File: src/rtl/wb_retire_stage.sv
// In-order retire buffer between MEM and the register file / CP0.
// Head retires on RF grant; exceptions and eret flush at the head; newest-match forwarding.
module wb_retire_stage #(
    parameter int DW    = 32,
    parameter int DEPTH = 2
) (
    input  logic            clk,
    input  logic            reset,

    input  logic            ms_to_ws_valid,
    output logic            ws_allowin,
    input  logic [31:0]     ms_pc,
    input  logic            ms_gr_we,
    input  logic [DW/8-1:0] ms_wstrb,
    input  logic [4:0]      ms_dest,
    input  logic [DW-1:0]   ms_result,
    input  logic            ms_res_from_cp0,
    input  logic [4:0]      ms_cp0_addr,
    input  logic            ms_mtc0_we,
    input  logic [DW-1:0]   ms_rt_value,
    input  logic            ms_ex,
    input  logic [4:0]      ms_excode,
    input  logic [31:0]     ms_badvaddr,
    input  logic            ms_bd,
    input  logic            ms_eret,

    output logic [DW/8-1:0] rf_we,
    output logic [4:0]      rf_waddr,
    output logic [DW-1:0]   rf_wdata,
    input  logic            rf_wready,

    output logic [4:0]      cp0_raddr,
    input  logic [DW-1:0]   cp0_rdata,
    output logic            cp0_we,
    output logic [4:0]      cp0_waddr,
    output logic [DW-1:0]   cp0_wdata,

    output logic            ws_ex,
    output logic [4:0]      ws_excode,
    output logic [31:0]     ws_badvaddr,
    output logic            ws_bd,
    output logic [31:0]     ws_epc,
    output logic            ws_eret,

    input  logic [4:0]      fwd_raddr,
    output logic            fwd_hit,
    output logic            fwd_busy,
    output logic [DW-1:0]   fwd_data,

    output logic [31:0]     debug_wb_pc,
    output logic [DW/8-1:0] debug_wb_rf_wen,
    output logic [4:0]      debug_wb_rf_wnum,
    output logic [DW-1:0]   debug_wb_rf_wdata
);

    localparam int SW = DW / 8;
    localparam int PW = (DEPTH > 1) ? $clog2(DEPTH) : 1;
    localparam int CW = $clog2(DEPTH + 1);

    typedef logic [PW-1:0] ptr_t;
    typedef logic [CW-1:0] cnt_t;

    typedef struct packed {
        logic [31:0]   pc;
        logic          gr_we;
        logic [SW-1:0] wstrb;
        logic [4:0]    dest;
        logic [DW-1:0] result;
        logic          res_from_cp0;
        logic [4:0]    cp0_addr;
        logic          mtc0_we;
        logic [DW-1:0] rt_value;
        logic          ex;
        logic [4:0]    excode;
        logic [31:0]   badvaddr;
        logic          bd;
        logic          eret;
    } entry_t;

    entry_t entries [DEPTH];
    entry_t ms_entry;
    entry_t head;
    ptr_t   head_ptr;
    ptr_t   tail_ptr;
    cnt_t   count;

    logic head_valid;
    logic head_special;
    logic retire;
    logic flush;
    logic enq;

    function automatic ptr_t ptr_inc(input ptr_t p);
        return (p == ptr_t'(DEPTH - 1)) ? '0 : p + 1'b1;
    endfunction

    // Physical slot of the entry 'off' places behind the head.
    function automatic ptr_t age_idx(input ptr_t base, input int off);
        int s;
        s = int'(base) + off;
        if (s >= DEPTH) s = s - DEPTH;
        return ptr_t'(s);
    endfunction

    assign ms_entry = '{
        pc:           ms_pc,
        gr_we:        ms_gr_we,
        wstrb:        ms_wstrb,
        dest:         ms_dest,
        result:       ms_result,
        res_from_cp0: ms_res_from_cp0,
        cp0_addr:     ms_cp0_addr,
        mtc0_we:      ms_mtc0_we,
        rt_value:     ms_rt_value,
        ex:           ms_ex,
        excode:       ms_excode,
        badvaddr:     ms_badvaddr,
        bd:           ms_bd,
        eret:         ms_eret
    };

    assign head         = entries[head_ptr];
    assign head_valid   = (count != '0);
    assign head_special = head.ex || head.eret;
    assign retire       = head_valid && (head_special || !head.gr_we || rf_wready);
    assign flush        = head_valid && head_special;
    assign ws_allowin   = (count != cnt_t'(DEPTH));
    assign enq          = ms_to_ws_valid && ws_allowin;

    // NOTE: sequential state uses non-blocking assignments so every flop samples pre-edge values.
    always_ff @(posedge clk or posedge reset) begin
        if (reset) begin
            head_ptr <= '0;
            tail_ptr <= '0;
            count    <= '0;
        end else if (flush) begin
            head_ptr <= '0;
            tail_ptr <= '0;
            count    <= '0;
        end else begin
            if (enq)    tail_ptr <= ptr_inc(tail_ptr);
            if (retire) head_ptr <= ptr_inc(head_ptr);
            if (enq && !retire)      count <= count + 1'b1;
            else if (!enq && retire) count <= count - 1'b1;
        end
    end

    // NOTE: storage is not reset; validity comes solely from count, so stale slots are never observed.
    always_ff @(posedge clk) begin
        if (enq) entries[tail_ptr] <= ms_entry;
    end

    // NOTE: every combinational output gets a default first so no latch is inferred.
    always_comb begin
        rf_we   = '0;
        cp0_we  = 1'b0;
        ws_ex   = 1'b0;
        ws_eret = 1'b0;
        if (retire) begin
            if (head_special) begin
                ws_ex   = 1'b1;
                ws_eret = head.eret;
            end else begin
                rf_we  = head.wstrb & {SW{head.gr_we}};
                cp0_we = head.mtc0_we;
            end
        end
    end

    assign rf_waddr    = head.dest;
    assign rf_wdata    = head.res_from_cp0 ? cp0_rdata : head.result;
    assign cp0_raddr   = head.cp0_addr;
    assign cp0_waddr   = head.cp0_addr;
    assign cp0_wdata   = head.rt_value;
    assign ws_excode   = head.excode;
    assign ws_badvaddr = head.badvaddr;
    assign ws_bd       = head.bd;
    assign ws_epc      = head.pc;

    // Walk oldest to newest so the last match seen is the newest producer.
    always_comb begin
        ptr_t idx;
        fwd_hit  = 1'b0;
        fwd_busy = 1'b0;
        fwd_data = '0;
        idx      = '0;
        for (int i = 0; i < DEPTH; i++) begin
            if (i < int'(count)) begin
                idx = age_idx(head_ptr, i);
                if (entries[idx].gr_we && entries[idx].dest == fwd_raddr && fwd_raddr != 5'd0) begin
                    if (entries[idx].res_from_cp0 || entries[idx].wstrb != {SW{1'b1}}) begin
                        fwd_hit  = 1'b0;
                        fwd_busy = 1'b1;
                        fwd_data = '0;
                    end else begin
                        fwd_hit  = 1'b1;
                        fwd_busy = 1'b0;
                        fwd_data = entries[idx].result;
                    end
                end
            end
        end
    end

    assign debug_wb_pc       = head.pc;
    assign debug_wb_rf_wen   = rf_we;
    assign debug_wb_rf_wnum  = head.dest;
    assign debug_wb_rf_wdata = rf_wdata;

endmodule
File: config.mk
export PLATFORM = sky130hd
export DESIGN_NAME = wb_retire_stage
export DESIGN_NICKNAME = d
export VERILOG_FILES = /design/src/rtl/wb_retire_stage.sv
export SDC_FILE = /design/constraint.sdc
export NUM_CORES = 1
export LEC_CHECK = 0
export BUFFER_PORTS_ARGS = -buffer_cell sky130_fd_sc_hd__buf_2
export CELL_PAD_IN_SITES_DETAIL_PLACEMENT = 0
export CELL_PAD_IN_SITES_GLOBAL_PLACEMENT = 1
export CORE_ASPECT_RATIO = 0.7
export CORE_MARGIN = 4
export CORE_UTILIZATION = 35
export DETAILED_ROUTE_END_ITERATION = 10
export GPL_ROUTABILITY_DRIVEN = 0
export PLACE_DENSITY_LB_ADDON = 0.1
export SYNTH_ARGS = -nofsm -noshare
export SYNTH_HDL_FRONTEND = slang
export SYNTH_SLANG_ARGS = --single-unit
File: constraint.sdc
create_clock -name clk -period 18.34 [get_ports clk]
set_input_delay 3.668 -clock clk [delete_from_list [all_inputs] [get_ports clk]]
set_output_delay 3.668 -clock clk [all_outputs]
set_load 0.005 [all_outputs]
==> qor.yml <==
status: "completed"
crit_fanout: 65
utilization_pct: 44.4
dr_total_vias: 8306
start_util_pct: 35.6
power_mw: 2.34
postCtsSetupBuffers: 0
register_area_um2: 9290
setup_violations: 0
max_slew_margin_pct: 17.7
p_leak_nw: 6.27
cap_violations: 0
grt_pass1_vias: 8033
grt_max_degree: 154
nets: 1406
slew_violations: 0
rsz0062_at_grt: "no"
drive_above_1_share_pct: 51.1
wl_per_cell_um: 20.4
synth-seq-cells: 310
htreeDepth: 2
via_per_inst: 4.83
fmax_ghz: 0.103
grt_use_total_pct: 16.0
ys.warnings.count: 0
die_x_um: 241
ioPinCount: 458
routed_wl_um: 35000
wl_met1_um: 14300
clk_pin_slew_ps: 60
die_h_um: 171
tns_ps: 0
clock_sinks: 310
period_needed_ps: 9670
rrSetupSlack_ps: 15270
grt_pass1_wl_um: 49400
gr-total-overflow: 0
fin_crit_sh_pct: 52.7
ctsHoldBuffers: 0
synth-seq-area-share_pct: 70.0
synthToLayoutAreaGrowth_pct: 24.7
drc: 0
fin_skew_ps: 16.0
die_area_um2: 41200
firstDrtPassIters: 4
fillerInstances: 3419
clock_path_buffers: 3
post_cts_resize_count: 0
multi_input_area_um2: 3180
synthCells: 831
synth.net_count: 1028
finalHoldViolations: 0
critPathRequiredTime_ps: 14670
startpoint_type: "input port"
synthesis.area_um2: 13300
dr_wl_met3_um: 2900
avgSynthCellArea_um2: 16.0
end_kind: "output port"
hpwl_um: 24200
placed_area_um2: 15500
hold_class: "flop to flop"
path_class: "input port to output port"
drt_iter0_markers: 490
ys_types: 39
arrival_ps: 6000
numCtsBuffers: 34
clkLatencyLatePin_ps: 540
rows: 59
irDropWorstVdd_mv: 0.133
io_buffers: 457
worstMarginPinSlew_ps: 1230
cts_root_buf: "clkbuf_16"
top_layer_used: "met5"
core_area_um2: 37300
fin_area_um2: 16600
cts_tree: "built"
antenna_found_initial: 13
p_per_area_nw_per_um2: 141
wl_met2_um: 16800
ant_nets: 0
[critical path, stage by stage]
cell and delay, ps:
buf_2 130, a211o_1 280, or4_4 540, nor3_4 180, buf_4 580, a22oi_1 200, a21oi_1 200, buf_2 150
[metrics by stage]
step / hold WS [ps] / instances / setup WS (ps)
3_5_place_dp: 609 / 1661 / 8700
4_1_cts: 631 / 1715 / 8680
2_1_floorplan: 524 / 831 / 6890
3_3_place_gp: 609 / 1661 / 8730
6_report: 624 / 1719 / 8670
5_1_grt: 662 / 1716 / 8510
[cells in the mapped netlist]
| cell type | count | share of area (%) |
|---|---|---|
| xnor2_1 | 6 | 0.40 |
| o32a_1 | 1 | 0.075 |
| a211oi_1 | 2 | 0.11 |
| buf_2 | 11 | 0.41 |
| or2_2 | 2 | 0.094 |
| nor2_1 | 47 | 1.3 |
| o21ai_0 | 3 | 0.11 |
| or3_1 | 1 | 0.047 |
| mux2_2 | 109 | 9.2 |
| nor3_2 | 1 | 0.075 |
| ha_1 | 3 | 0.28 |
| buf_4 | 82 | 4.6 |
| o211a_1 | 1 | 0.075 |
| a221oi_1 | 32 | 2.1 |
| o211ai_1 | 1 | 0.057 |
| or4_4 | 1 | 0.085 |
| a2111oi_2 | 1 | 0.11 |
| dfrtp_1 | 4 | 0.75 |
| nand4_1 | 3 | 0.14 |
| nor2b_1 | 3 | 0.14 |
| and2_1 | 2 | 0.094 |
| nand2_1 | 4 | 0.11 |
| or2_1 | 2 | 0.094 |
| edfxtp_1 | 306 | 69 |
| o22ai_1 | 1 | 0.047 |
| a311oi_1 | 1 | 0.066 |
| o31ai_1 | 1 | 0.057 |
| nor4_1 | 1 | 0.047 |
| a21oi_1 | 66 | 2.5 |
| nor3_1 | 5 | 0.19 |
| clkbuf_1 | 15 | 0.42 |
| a32oi_1 | 1 | 0.066 |
| buf_1 | 13 | 0.37 |
| mux2i_1 | 48 | 3.6 |
| a22oi_1 | 33 | 1.9 |
| xor2_1 | 5 | 0.33 |
| inv_1 | 8 | 0.23 |
| buf_6 | 4 | 0.34 |
| a211o_1 | 1 | 0.066 |
[registers in the layout, indices dropped and copies added, names as in the netlist]
signal / flops
head_ptr: 1
entries: 306
count: 2
tail_ptr: 1
[final cells by class]
class | instances | area share [%]
inverters | 8 | 0.181
well taps | 488 | 3.69
clock buffers | 41 | 5.30
repair buffers | 467 | 14.3
clock inverters | 13 | 1.09
multi-input cells | 388 | 19.2
flip-flops and latches | 310 | 56.1
diodes | 4 | 0.0605
[cell families after synthesis]
kind of cell / after synthesis / share of synthesized area (%)
and+or+nand+nor: 72 / 2.45
xor gates and xnor gates: 11 / 0.726
AOI/OAI and AO/OA: 145 / 7.31
adders and majority gates: 3 / 0.283
buffers and inverters: 133 / 6.41
DFF: 310 / 70.0
muxes: 157 / 12.9
[metal layers]
layer  vias up  GRT usage, %
li1       3915             -
met1      4037          20.0
met2       259          26.0
met3        73          6.07
met4        22          4.91
met5         -             0
[where the power goes]
part / total [mW] / switching [mW] / internal [mW]
Combinational: 0.686 / 0.386 / 0.300
Clock: 0.661 / 0.276 / 0.385
Sequential: 0.993 / 0.0467 / 0.947
[cell usage in the layout (no fill, tap or decap), types with 2 or more instances in the layout]
cell type,instances
buf_2,457
edfxtp_1,306
mux2_2,109
a21oi_1,66
nor2_1,47
mux2i_1,47
clkbuf_16,34
a22oi_1,33
a221oi_1,32
buf_4,9
inv_1,8
clkbuf_1,7
xnor2_1,6
nor3_1,5
xor2_1,5
clkinv_1,5
diode_2,4
nand2_1,4
o21ai_0,3
nand4_1,3
ha_1,3
bufinv_16,3
dfrtp_1,3
nor2b_1,2
or2_2,2
or2_1,2
a211oi_1,2
[worst paths after layout]
path / endpoint / cells past startpoint / startpoint
worst min register to register: tail_ptr$_DFFE_PP0P_ / 2 / tail_ptr$_DFFE_PP0P_
worst max-delay path: fwd_data[5] / 8 / fwd_raddr[2]
worst min-delay path: tail_ptr$_DFFE_PP0P_ / 2 / tail_ptr$_DFFE_PP0P_
worst max register to register: entries[1][58]$_DFFE_PP_ / 5 / count[0]$_DFFE_PP0P_
max in group asynchronous: head_ptr$_DFFE_PP0P_ / 2 / reset
min in group asynchronous: count[0]$_DFFE_PP0P_ / 2 / reset
(Power assumes the default switching activity.)
